$ cat config.mk
export PLATFORM = sky130hd
export DESIGN_NAME = fifo_wr_arbiter
export DESIGN_NICKNAME = d
export VERILOG_FILES = /design/src/rtl/fifo_arb_pkg.sv /design/src/rtl/fifo_arb_rr_pick.sv /design/src/rtl/fifo_wr_arbiter.sv
export SDC_FILE = /design/constraint.sdc
export NUM_CORES = 1
export LEC_CHECK = 0
export BUFFER_PORTS_ARGS = -buffer_cell sky130_fd_sc_hd__buf_4
export CAP_MARGIN = 20
export CORE_UTILIZATION = 43
export CTS_CLUSTER_SIZE = 12
export DETAILED_ROUTE_END_ITERATION = 8
export PLACE_DENSITY = 0.8
export SLEW_MARGIN = 40
export SYNTH_ARGS = -nofsm -noshare
export SYNTH_HDL_FRONTEND = slang
export SYNTH_SLANG_ARGS = --single-unit
$ cat constraint.sdc
create_clock -name clk_wr -period 2.1 [get_ports clk_wr]
set_input_delay 0.21 -clock clk_wr [delete_from_list [all_inputs] [get_ports clk_wr]]
set_output_delay 0.21 -clock clk_wr [all_outputs]
set_load 0.005 [all_outputs]
$ cat src/rtl/fifo_arb_pkg.sv
// Shared types, constants and round-robin helpers for the FIFO write arbiter.
package fifo_arb_pkg;

   typedef enum logic {
      IDLE  = 1'b0,
      BURST = 1'b1
   } arb_state_e;

   localparam int TAG_CDR = 0;
   localparam int MAX_SRC = 4;
   localparam int IDX_W   = 2;
   localparam int BEAT_W  = 8;

   typedef struct packed {
      arb_state_e       state;
      logic [IDX_W-1:0] owner;
      logic [IDX_W-1:0] rr_ptr;
      logic [BEAT_W-1:0] beat;
   } arb_dbg_t;

   // Successor of a handshaked source index, wrapping from the top back to 1.
   function automatic logic [IDX_W-1:0] rr_next(input logic [IDX_W-1:0] cur,
                                                input int num_src);
      if (int'(cur) + 1 >= num_src) return IDX_W'(1);
      return cur + IDX_W'(1);
   endfunction

   function automatic logic [MAX_SRC-1:0] rr_search(input logic [MAX_SRC-1:0] valid,
                                                    input logic [IDX_W-1:0] ptr,
                                                    input int num_src);
      logic [MAX_SRC-1:0] grant;
      logic [IDX_W-1:0]   idx;
      grant = '0;
      idx   = ptr;
      for (int k = 0; k < MAX_SRC - 1; k++) begin
         if (k < num_src - 1 && grant == '0 && valid[idx]) grant[idx] = 1'b1;
         idx = rr_next(idx, num_src);
      end
      return grant;
   endfunction

endpackage

$ cat src/rtl/fifo_arb_rr_pick.sv
// Combinational round-robin picker over sources 1..NUM_SRC-1; one-hot grant.
module fifo_arb_rr_pick
   import fifo_arb_pkg::*;
#(
   parameter int NUM_SRC = 3
) (
   input  logic [NUM_SRC-1:0] valid,
   input  logic [IDX_W-1:0]   rr_ptr,
   output logic [NUM_SRC-1:0] grant
);

   logic [MAX_SRC-1:0] valid_ext;
   logic [MAX_SRC-1:0] grant_ext;
   logic               unused_bits;

   always_comb begin
      valid_ext = '0;
      valid_ext[NUM_SRC-1:1] = valid[NUM_SRC-1:1];
      grant_ext = rr_search(valid_ext, rr_ptr, NUM_SRC);
      grant = grant_ext[NUM_SRC-1:0];
   end

   // Source 0 never takes part in the round robin.
   assign unused_bits = ^{valid[0], grant_ext};

endmodule

$ cat src/rtl/fifo_wr_arbiter.sv
// Write-port arbiter for the CDR async FIFO: src0 absolute priority, others round robin
// with burst locking. Define FIFO_ARB_DROP_CNT_EN to build the dropped-word counter.
module fifo_wr_arbiter
   import fifo_arb_pkg::*;
#(
   parameter int NUM_SRC    = 3,
   parameter int DATA_WIDTH = 32,
   parameter int TAG_W      = 2,
   parameter int MAX_BURST  = 8,
   parameter int CNT_W      = 16
) (
   input  logic                          clk_wr,
   input  logic                          rst_wr_n,
   input  logic [NUM_SRC-1:0]            req_valid,
   input  logic [NUM_SRC*DATA_WIDTH-1:0] req_data,
   input  logic [NUM_SRC-1:0]            req_last,
   output logic [NUM_SRC-1:0]            req_ready,
   output logic [TAG_W+DATA_WIDTH-1:0]   fifo_din,
   output logic                          fifo_wr_en,
   input  logic                          fifo_full,
   input  logic                          fifo_almost_full,
   input  logic                          clr_stats,
   output logic                          overflow,
   output logic [CNT_W-1:0]              drop_count,
   output arb_dbg_t                      dbg
);

   arb_state_e            state;
   logic [IDX_W-1:0]      owner;
   logic [IDX_W-1:0]      rr_ptr;
   logic [BEAT_W-1:0]     beat;
   logic                  rst_done;
   logic [NUM_SRC-1:0]    pick;
   logic [NUM_SRC-1:0]    ready;
   logic [NUM_SRC-1:0]    xfer;
   logic                  others_ok;
   logic                  acc0;
   logic                  drop0;
   logic                  acc_other;
   logic                  sel_last;
   logic [IDX_W-1:0]      sel_idx;
   logic [DATA_WIDTH-1:0] sel_data;
   logic                  unused_last0;

   assign unused_last0 = req_last[0];

   fifo_arb_rr_pick #(.NUM_SRC(NUM_SRC)) u_pick (
      .valid  (req_valid),
      .rr_ptr (rr_ptr),
      .grant  (pick)
   );

   // A word moves when req_valid[i] & req_ready[i] at a clk_wr edge. Ready never
   // depends on the requester's own data; bit 0 stays high, so a src0 word under
   // fifo_full is consumed and counted as dropped rather than stalled.
   always_comb begin
      others_ok = rst_done & ~req_valid[0] & ~fifo_almost_full & ~fifo_full;
      ready     = '0;
      ready[0]  = rst_done;
      for (int i = 1; i < NUM_SRC; i++) begin
         if (state == BURST) ready[i] = others_ok & (owner == IDX_W'(i));
         else                ready[i] = others_ok & pick[i];
      end
      xfer  = req_valid & ready;
      acc0  = xfer[0] & ~fifo_full;
      drop0 = xfer[0] & fifo_full;

      acc_other = 1'b0;
      sel_idx   = IDX_W'(TAG_CDR);
      sel_data  = req_data[DATA_WIDTH-1:0];
      sel_last  = 1'b0;
      for (int i = 1; i < NUM_SRC; i++) begin
         if (xfer[i]) begin
            acc_other = 1'b1;
            sel_idx   = IDX_W'(i);
            sel_data  = req_data[i*DATA_WIDTH +: DATA_WIDTH];
            sel_last  = req_last[i];
         end
      end
   end

   assign req_ready = ready;

   always_ff @(posedge clk_wr or negedge rst_wr_n) begin
      if (!rst_wr_n) rst_done <= 1'b0;
      else           rst_done <= 1'b1;
   end

   always_ff @(posedge clk_wr or negedge rst_wr_n) begin
      if (!rst_wr_n) begin
         fifo_wr_en <= 1'b0;
         fifo_din   <= '0;
      end else begin
         fifo_wr_en <= acc0 | acc_other;
         if (acc0 | acc_other) fifo_din <= {TAG_W'(sel_idx), sel_data};
      end
   end

   // Burst lock: src0 words slip through without touching owner or beat.
   always_ff @(posedge clk_wr or negedge rst_wr_n) begin
      if (!rst_wr_n) begin
         state  <= IDLE;
         owner  <= '0;
         rr_ptr <= IDX_W'(1);
         beat   <= '0;
      end else begin
         case (state)
            IDLE: begin
               if (acc_other) begin
                  if (sel_last || MAX_BURST == 1) begin
                     rr_ptr <= rr_next(sel_idx, NUM_SRC);
                  end else begin
                     state <= BURST;
                     owner <= sel_idx;
                     beat  <= BEAT_W'(1);
                  end
               end
            end
            BURST: begin
               if (acc_other) begin
                  if (sel_last || int'(beat) + 1 >= MAX_BURST) begin
                     state  <= IDLE;
                     rr_ptr <= rr_next(owner, NUM_SRC);
                     beat   <= '0;
                  end else begin
                     beat <= beat + BEAT_W'(1);
                  end
               end
            end
            default: state <= IDLE;
         endcase
      end
   end

   always_ff @(posedge clk_wr or negedge rst_wr_n) begin
      if (!rst_wr_n)      overflow <= 1'b0;
      else if (clr_stats) overflow <= 1'b0;
      else if (drop0)     overflow <= 1'b1;
   end

`ifdef FIFO_ARB_DROP_CNT_EN
   logic [CNT_W-1:0] drop_cnt_q;

   always_ff @(posedge clk_wr or negedge rst_wr_n) begin
      if (!rst_wr_n)                    drop_cnt_q <= '0;
      else if (clr_stats)               drop_cnt_q <= '0;
      else if (drop0 && !(&drop_cnt_q)) drop_cnt_q <= drop_cnt_q + CNT_W'(1);
   end

   assign drop_count = drop_cnt_q;
`else
   assign drop_count = '0;
`endif

   always_comb begin
      dbg.state  = state;
      dbg.owner  = owner;
      dbg.rr_ptr = rr_ptr;
      dbg.beat   = beat;
   end

endmodule

Word level (Yosys, flattened, before mapping)
Cells that the tools add are included.
- output and inout bits: 68
- register bits: 50
- logic and storage cells: 109
- equal/unequal tests: 7
- bitwise operators: 17
- $add $sub $neg: 8
- reductions and logical operators: 9
- multiplexer cells: 52
- order comparisons: 8
- operator list (operator ; count):
    2-to-1 mux 32 bit ; 2
    >= comparator 32 x 3 -> 1 bit (second input constant) ; 1
    2-to-1 mux 8 bit ; 4
    2-to-1 mux 1 bit ; 26
    2-to-1 mux 2 bit ; 11
    one-hot mux 8 bit (2 select lines) ; 1
    adder 2 x 1 -> 3 bit (second input constant) ; 3
    adder 8 x 1 -> 9 bit (second input constant) ; 1
    AND 1 bit ; 9
    >= comparator 9 x 4 -> 1 bit (second input constant) ; 1
    adder 8 x 1 -> 8 bit (second input constant) ; 1
    adder 2 x 1 -> 2 bit (second input constant) ; 3
    >= comparator 3 x 2 -> 1 bit (second input constant) ; 2
    < comparator 2 x 3 -> 1 bit (second input constant) ; 2
    inequality test 2 bit (second input constant) ; 3
    AND reduction 3 bit ; 2
    NOT 1 bit ; 5
    binary-select mux 1 bit (select 2 bit) ; 2
    demux 1 bit (select 2 bit) ; 2
    >= comparator 2 x 1 -> 1 bit (second input constant) ; 2
    logical NOT 4 bit ; 1
    2-to-1 mux 4 bit ; 1
    inequality test 2 x 1 -> 1 bit (second input constant) ; 2
    one-hot mux 2 bit (2 select lines) ; 1
    11 further kinds ; 13

Longest topological paths before layout
Gate-level depths: netlist of run 1.
- depth after elaboration: 25
- mapped depth: 8
- gate-level depth less buffers: 6

By module
From an unflattened synthesis of run 1, not the netlist that was laid out.
- cells, all modules: 374
- area, all modules: 3432.0 um^2
- by module, submodules not included (module ; times used ; cells an instance ; area each (um^2) ; sequential area each (um^2)):
    fifo_wr_arbiter ; 1 ; 368 ; 3392.0 ; 1252.5
    fifo_arb_rr_pick ; 1 ; 6 ; 40.0 ; 0.0

Worst setup path after synthesis of run 1
Ideal clock, no wire load.
- path kind: register -> register
- from: reg rr_ptr[0]
- to: reg fifo_din[27]
- arrival: 1810 ps
- cell stages (with the launch flop): 8
- setup time: 79 ps
- path slack: 211 ps
- data required time: 2021 ps
- period minus slack after synthesis: 1889 ps
- cells stage by stage: dfstp_2 -> and3b_1 -> o21ai_1 -> o2bb2ai_1 -> a21boi_1 -> inv_2 -> buf_2 -> a2bb2oi_1
- cells in the longest elaborated chain, start to end: 16
- ends and longest elaborated chain (element ; line ; source):
    from (decl) ; fifo_wr_arbiter.sv:30 ; logic [IDX_W-1:0] rr_ptr;
    from (signal assigned) ; fifo_wr_arbiter.sv:111 ; rr_ptr <= rr_next(sel_idx, NUM_SRC);
    from (signal assigned) ; fifo_wr_arbiter.sv:123 ; rr_ptr <= rr_next(owner, NUM_SRC);
    adder 2 x 1 -> 3 bit ; fifo_arb_pkg.sv:24 ; if (int'(cur) + 1 >= num_src) return IDX_W'(1);
    >= comparator 32 x 3 -> 1 bit ; fifo_arb_pkg.sv:24 ;
    2-to-1 mux 1 bit ; fifo_arb_pkg.sv:24 ;
    2-to-1 mux 2 bit ; fifo_arb_pkg.sv:25 ; return cur + IDX_W'(1);
    < comparator 2 x 3 -> 1 bit (not written as such) / >= comparator 2 x 1 -> 1 bit (equally long branches) ; fifo_arb_pkg.sv:36 ; if (k < num_src - 1 && grant == '0 && valid[idx]) grant[idx] = 1'b1;
    logical AND 1 bit (not written as such) ; fifo_arb_pkg.sv:36 ;
    2-to-1 mux 1 bit (not written as such) ; fifo_arb_pkg.sv:36 ;
    demux 1 bit (select 2 bit) ; -- ;
    OR 3 bit (no source line) ; -- ;
    2-to-1 mux 3 bit * ; fifo_arb_pkg.sv:36 ;
    AND 1 bit ; fifo_wr_arbiter.sv:62 ; else ready[i] = others_ok & pick[i];
    2-to-1 mux 1 bit ; fifo_wr_arbiter.sv:61 ; if (state == BURST) ready[i] = others_ok & (owner == IDX_W'(i));
    AND 3 bit * ; fifo_wr_arbiter.sv:64 ; xfer = req_valid & ready;
    2-to-1 mux 1 bit (2 in series) ; fifo_wr_arbiter.sv:73 ; if (xfer[i]) begin
    OR 1 bit ; fifo_wr_arbiter.sv:95 ; if (acc0 | acc_other) fifo_din <= {TAG_W'(sel_idx), sel_data};
    to (signal assigned) ; fifo_wr_arbiter.sv:95 ;
    to (decl) ; fifo_wr_arbiter.sv:18 ; output logic [TAG_W+DATA_WIDTH-1:0] fifo_din,
Mark *: on every way between the ends. The rest lies on a longest branch, timed or not. The select of a mux whose other input is x is not followed.
A chain may end at the register's enable or synchronous reset.

Worst setup path in the final report of run 1
Ends and elaborated chain as after synthesis.

==> results.py, run 1 <==
metrics = {
    "drt": {
        "detail_route.vias_per_cell": 5.745,
        "first_drt_pass_iteration_count": 4,
        "ant_nets": 0,
        "drt_wirelength_um": 8261,
        "wl_per_cell_um": 16.82,
        "route.vias.total": 2821,
        "initialDrtViolationCount": 103,
        "post-route-drc-count": 0,
    },
    "placed_design": {
        "preCtsSetupSlack_ns": 0.01555,
        "io_buffer_count": 157,
        "routabilityCongestion": 0.8596,
        "place_area_mm2": 0.004066,
        "place.detailed.hpwl_um": 6098,
    },
    "synth": {
        "synth.ff_latch_count": 50,
        "synthSimpleGateAreaFrac_pct": 8.621,
        "dominant_combinational_cell_family_by_area_after_synthesis": "compound AO/OA/AOI/OAI gates",
        "synth.avg_cell_area_um2": 11.00,
        "synth-compound-area-share_pct": 36.94,
        "synth_top_cell_by_area": "dfrtp_1",
        "synthesis.yosys.warnings": 0,
        "share_of_the_synthesized_netlist_area_taken_by_xor_and_xnor_gates_pct": 0,
        "synth.top_cells.by_area": "dfrtp_1 43%, a2bb2oi_2 11%, a22oi_1 8.4%",
        "netlist-cell-type-count": 47,
        "post_synth_mux_area_share_pct": 0.3501,
        "yosys.area_share.adder_pct": 0.4376,
        "post_synthesis_instance_area_mm2": 0.002859,
        "asyncSetResetFlopFracSynth_pct": 100.0,
        "postSynthCellCount": 260,
        "ys_seq_area_share_pct": 43.81,
        "number_of_flops_mapped_to_enable_cells_by_yosys": 0,
        "synth_ff_type": "dfrtp_1",
        "synthDominantCellAreaShare_pct": 42.89,
    },
    "critical_path": {
        "worstPathCellList": "and3b_1, o21ai_1, o2bb2ai_2, a21boi_1, inv_2, buf_12, a2bb2oi_1",
        "timing.critical_path.slowest_cell_delay_ns": 0.60,
        "worst_path_dominant_cell_family": "compound AO/OA/AOI/OAI gates",
        "path_max_fanout": 33,
        "critical_path_class": "reg -> reg",
        "critical_path.startpoint_type": "flip-flop",
        "reg2reg_depth": 7,
        "worst_ep_required_time_ns": 2.31,
        "critical_path_buf_inv_count": 2,
        "setup.reg_to_reg.worst_slack_ns": 0.14,
        "cp-end-kind": "flip-flop",
        "critical_path_depth": 7,
        "crit_path_top_delay_cell": "dfstp_2",
        "arrival_ns": 2.18,
    },
    "cts": {
        "clock_tree.htree_level_count": 2,
        "cts.root.buffer_cell": "clkbuf_8",
        "clock_buffer_count_from_cts": 5,
        "cts_buffer_depth": 2,
        "clock_latency_ns": 0.30,
        "numClockSinks": 50,
        "clkTransAtPathRegs_ns": 0.10,
        "tritoncts": "done",
    },
    "grt": {
        "grt_max_degree": 51,
        "grt_pass1_wl_um": 13400,
        "globalRoute.totalOverflow": 0,
        "groute.usage.overall_pct": 23.47,
        "via_count_of_the_first_global_routing_pass": 2743,
        "grt_antenna_before_repair": 0,
    },
    "job": {
        "drv_cap": 0,
    },
    "timing": {
        "fin_tns_setup_ns": 0,
        "ratio_of_final_minimum_period_to_clock_period_pct": 93.41,
        "hold_viol": 0,
        "final_period_minus_worst_setup_slack_ns": 1.962,
        "final.setup_skew_ns": 0.01769,
        "worst_slack_ns": 0.1384,
        "achievable-frequency_mhz": 509.8,
        "slew-limit-headroom_pct": 56.95,
        "timing.final.max_slew_violations": 0,
        "tightest_slew_ns": 0.6458,
        "report.final.setup_viol": 0,
        "setup_repair_after_global_routing_missed_its_margin": "false",
    },
    "floorplan": {
        "boundaryPins": 175,
        "floorplan.initialDensity_pct": 44.77,
        "coreArea_mm2": 0.006386,
        "floorplan.rows": 29,
        "die_area_mm2": 0.006979,
        "chipWidth_um": 83.54,
        "fp.dieH_um": 83.54,
    },
    "finish": {
        "num_antenna_cells": 0,
        "finish.net_count": 521,
        "layout.cell_area.non_filler_mm2": 0.004220,
        "nFillCells": 509,
        "drive_gt1_share_pct": 50.72,
        "layout-area-overhead-vs-synth_pct": 47.61,
    },
    "hold_path": {
        "worst_hold_path_type": "in -> reg",
        "whs_path_depth": 2,
    },
    "pwr": {
        "power.density_cell_area_mw_per_mm2": 832.8,
        "vdd_ir_drop_max_mv": 0.4474,
        "power.leakage_nw": 1.937,
    },
    "status": {
        "status": "finished clean",
    },
}
[layer usage]
metal	vias to the layer above	wire, um	part of all wire (%)	global-route usage [%]
li1	1303	-	-	-
met1	1392	3401	41	30.79
met2	124	4299	52	41.21
met3	2	542	6.6	4.550
met4	0	18	0.22	3.390
met5	-	0	0	0
[cell usage in the layout, fill, tap and decap left out, drive strengths merged, types with 4 or more instances in the layout]
cell type,netlist,layout
dfrtp,49,49
o22ai,34,34
a21oi,4,4
o21ai,5,5
conb,2,17
inv,4,4
a2bb2oi,36,36
a22oi,32,32
buf,32,170
clkbuf,8,7
nand3,4,4
nor2,5,5
and2,6,6
[cell usage after synthesis, types with 2 or more instances]
cell,number
a21o_1,2
a21oi_1,4
a22oi_1,32
a2bb2oi_1,16
a2bb2oi_2,20
a31oi_1,2
and2_1,6
and3_1,3
and3b_1,2
buf_2,9
buf_4,20
buf_6,3
clkbuf_1,8
conb_1,2
dfrtp_1,49
inv_1,3
nand2_1,3
nand3_1,4
nand3b_1,2
nor2_1,5
nor2b_1,2
o21ai_0,2
o21ai_1,3
o22ai_1,34
o2bb2ai_1,2
[cell families (layout without fill, tap and decap cells)]
group	count (synthesis)	after routing
AOI/OAI and AO/OA	125	125
adders and majority gates	1	1
and+or+nand+nor	37	37
muxes	1	1
DFF	50	50
other	2	17
buffers and inverters	44	183
[flip-flops by register name, indices dropped and copies added (netlist names)]
| register | flops |
|---|---|
| rr_ptr | 2 |
| rst_done | 1 |
| owner | 2 |
| beat | 8 |
| fifo_din | 34 |
| overflow | 1 |
| fifo_wr_en | 1 |
| state | 1 |
[worst paths after layout]
kind / startpoint / endpoint
max: rr_ptr[0]$_DFFE_PN1P_ / fifo_din[27]$_DFFE_PN0P_
min: clr_stats / overflow$_DFFE_PN0P_
max reg2reg: rr_ptr[0]$_DFFE_PN1P_ / fifo_din[27]$_DFFE_PN0P_
min reg2reg: fifo_din[32]$_DFFE_PN0P_ / fifo_din[32]$_DFFE_PN0P_
max in group asynchronous: rst_wr_n / state$_DFF_PN0_
min in group asynchronous: rst_wr_n / fifo_din[7]$_DFFE_PN0P_
[cell type report]
cell class / count / area [um^2] / area share, %
Clock inverter: 1 / 8.758 / 0.2075
Clock buffer: 7 / 96.34 / 2.283
Tap cell: 77 / 96.34 / 2.283
Timing Repair Buffer: 171 / 1328 / 31.46
Sequential cell: 50 / 1254 / 29.71
Inverter: 4 / 15.01 / 0.3558
Multi-Input combinational cell: 181 / 1423 / 33.71
[what timing repair did]
action	CTS	global route
setup buffers	0	0
gates resized for setup	1	7
setup endpoints to repair	1	42
hold buffers	1	0
gates cloned	0	0
hold endpoints to repair	49	0
[where the power goes]
part           internal, mW  leakage, nW  switching, mW
logic                 0.861         1.31          0.592
clock network         0.303       0.0544          0.324
registers              1.20        0.577          0.236
[per-stage QoR]
stage	std cells	utilization [%]	power, mW	hold slack [ns]
floorplan	275	-	2.141	-0.08559
global placement	482	63.68	2.810	0.2726
detailed placement	482	63.68	2.862	0.2782
CTS	491	65.56	3.488	0.04944
global route	491	66.09	3.709	0.03907
finish	491	66.09	3.515	0.04719
(Power assumes the default switching activity.)
==> run 2, diff against run 1 <==
--- a/config.mk
+++ b/config.mk
@@ -9,2 +9,3 @@
 export CAP_MARGIN = 20
+export CORE_MARGIN = 1.5
 export CORE_UTILIZATION = 43
==> constraint.sdc (replaced) <==
create_clock -name clk_wr -period 2.1 [get_ports clk_wr]
set_input_delay 0.42 -clock clk_wr [delete_from_list [all_inputs] [get_ports clk_wr]]
set_output_delay 0.42 -clock clk_wr [all_outputs]
set_load 0.005 [all_outputs]
==> results.py, run 2 (synthesis results as in run 1) <==
metrics = {
    "drt": {
        "ant_nets": 0,
        "post-route-drc-count": 0,
        "wl_per_cell_um": 16.93,
        "drt_wirelength_um": 8448,
        "first_drt_pass_iteration_count": 4,
        "detail_route.vias_per_cell": 5.693,
        "route.vias.total": 2841,
        "initialDrtViolationCount": 139,
    },
    "grt": {
        "via_count_of_the_first_global_routing_pass": 2808,
        "groute.usage.overall_pct": 23.81,
        "grt_antenna_before_repair": 0,
        "grt_pass1_wl_um": 13760,
        "grt_max_degree": 51,
        "globalRoute.totalOverflow": 0,
    },
    "finish": {
        "nFillCells": 514,
        "multi_input_gate_area_mm2": 0.001413,
        "largest_register_ffs": 34,
        "drive_gt1_share_pct": 51.18,
        "regArea_mm2": 0.001252,
        "final_util_pct": 67.08,
        "regs_by_ff_count": "fifo_din: 34 flops, beat: 8 flops",
        "num_antenna_cells": 0,
        "layout-area-overhead-vs-synth_pct": 49.85,
        "final_cells": 499,
        "finish.net_count": 529,
        "layout.cells.most_common": "buf_4",
        "top_register": "fifo_din",
        "layout_common_cells": "174 x buf_4, 49 x dfrtp_1, 34 x o22ai_1",
    },
    "critical_path": {
        "critical_path.startpoint_type": "flip-flop",
        "worst_ep_required_time_ns": 1.68,
        "critical_path_class": "reg -> out",
        "path_max_fanout": 14,
        "cp-end-kind": "primary output",
        "arrival_ns": 1.58,
        "setup.reg_to_reg.worst_slack_ns": 0.17,
    },
    "timing": {
        "timing.final.max_slew_violations": 0,
        "final.setup_skew_ns": 0.009403,
        "fin_tns_setup_ns": 0,
        "achievable-frequency_mhz": 499.4,
        "slew-limit-headroom_pct": 58.56,
        "hold_ws_ns": 0.1238,
        "hold_viol": 0,
        "setup_repair_after_global_routing_missed_its_margin": "false",
        "tightest_slew_ns": 0.6216,
        "ratio_of_final_minimum_period_to_clock_period_pct": 95.35,
        "report.final.setup_viol": 0,
        "final_period_minus_worst_setup_slack_ns": 2.002,
    },
    "cts": {
        "cts_buffer_depth": 2,
        "clock_tree.htree_level_count": 2,
        "cts.root.buffer_cell": "clkbuf_8",
        "numClockSinks": 50,
        "tritoncts": "done",
        "clock_buffer_count_from_cts": 5,
        "clock_latency_ns": 0.30,
        "clkTransAtPathRegs_ns": 0.09,
    },
    "pwr": {
        "vdd_ir_drop_max_mv": 0.4465,
        "totalPowerFinal_mw": 3.601,
        "power.density_cell_area_mw_per_mm2": 840.6,
        "power.leakage_nw": 1.979,
    },
    "floorplan": {
        "floorplan.initialDensity_pct": 44.77,
        "chipWidth_um": 84.54,
        "coreArea_mm2": 0.006386,
        "boundaryPins": 175,
        "floorplan.rows": 29,
        "die_area_mm2": 0.007147,
        "fp.dieH_um": 84.54,
    },
    "placed_design": {
        "routabilityCongestion": 0.7967,
        "post-place-cells": 488,
        "place.detailed.hpwl_um": 6357,
        "io_buffer_count": 157,
    },
    "job": {
        "drv_cap": 0,
    },
    "hold_path": {
        "worst_hold_path_type": "in -> async",
    },
    "status": {
        "status": "finished clean",
    },
}
[run 2: timing repair]
action	CTS	global route
gates cloned	0	0
endpoints found under the setup margin	2	34
hold buffers	0	0
gates resized for setup	1	3
setup buffers	1	2
[run 2: final timing paths]
check                                         start                       end  cells past startpoint
setup / recovery                 rst_done$_DFF_PN0_              req_ready[1]                      4
hold / removal                             rst_wr_n  fifo_din[11]$_DFFE_PN0P_                      1
setup reg to reg              rr_ptr[0]$_DFFE_PN1P_  fifo_din[21]$_DFFE_PN0P_                      7
hold reg to reg            fifo_din[33]$_DFFE_PN0P_  fifo_din[33]$_DFFE_PN0P_                      1
max in group asynchronous                  rst_wr_n  fifo_din[31]$_DFFE_PN0P_                      1
min in group clk_wr                       clr_stats      overflow$_DFFE_PN0P_                      2
[run 2: cell type report]
type	count	area share, %
Multi-Input combinational cell	181	32.97
Timing Repair Buffer	179	32.62
Sequential cell	50	29.23
Tap cell	77	2.249
Clock buffer	6	1.694
Clock inverter	2	0.8762
Inverter	4	0.3505
[run 2: report_power, final]
part	switching, mW	internal, mW	total, mW
sequential	0.210	1.20	1.41
clock	0.312	0.356	0.667
combinational	0.612	0.915	1.53
total	1.13	2.47	3.60
[run 2: critical path: stages, from the launching register on]
cell     delay (ns)
dfrtp_1        0.36
or4b_4         0.49
buf_6          0.17
a21oi_1        0.13
buf_4          0.13
[run 2: layer usage]
metal | vias to the layer above | GRT usage (%) | part of all wire [%]
met5 | - | 0 | 0
met4 | 0 | 5.718 | 1.2
met3 | 12 | 5.211 | 7.0
met2 | 139 | 43.00 | 53
met1 | 1368 | 28.89 | 39
li1 | 1322 | - | -
[run 2: stage by stage]
step | setup slack, ns | instance area (um^2)
2_1_floorplan | 0.1853 | 2915
3_3_place_gp | 0.006665 | 4135
3_5_place_dp | -0.01417 | 4135
4_1_cts | 0.02964 | 4257
5_1_grt | 0.02173 | 4284
6_report | 0.09774 | 4284
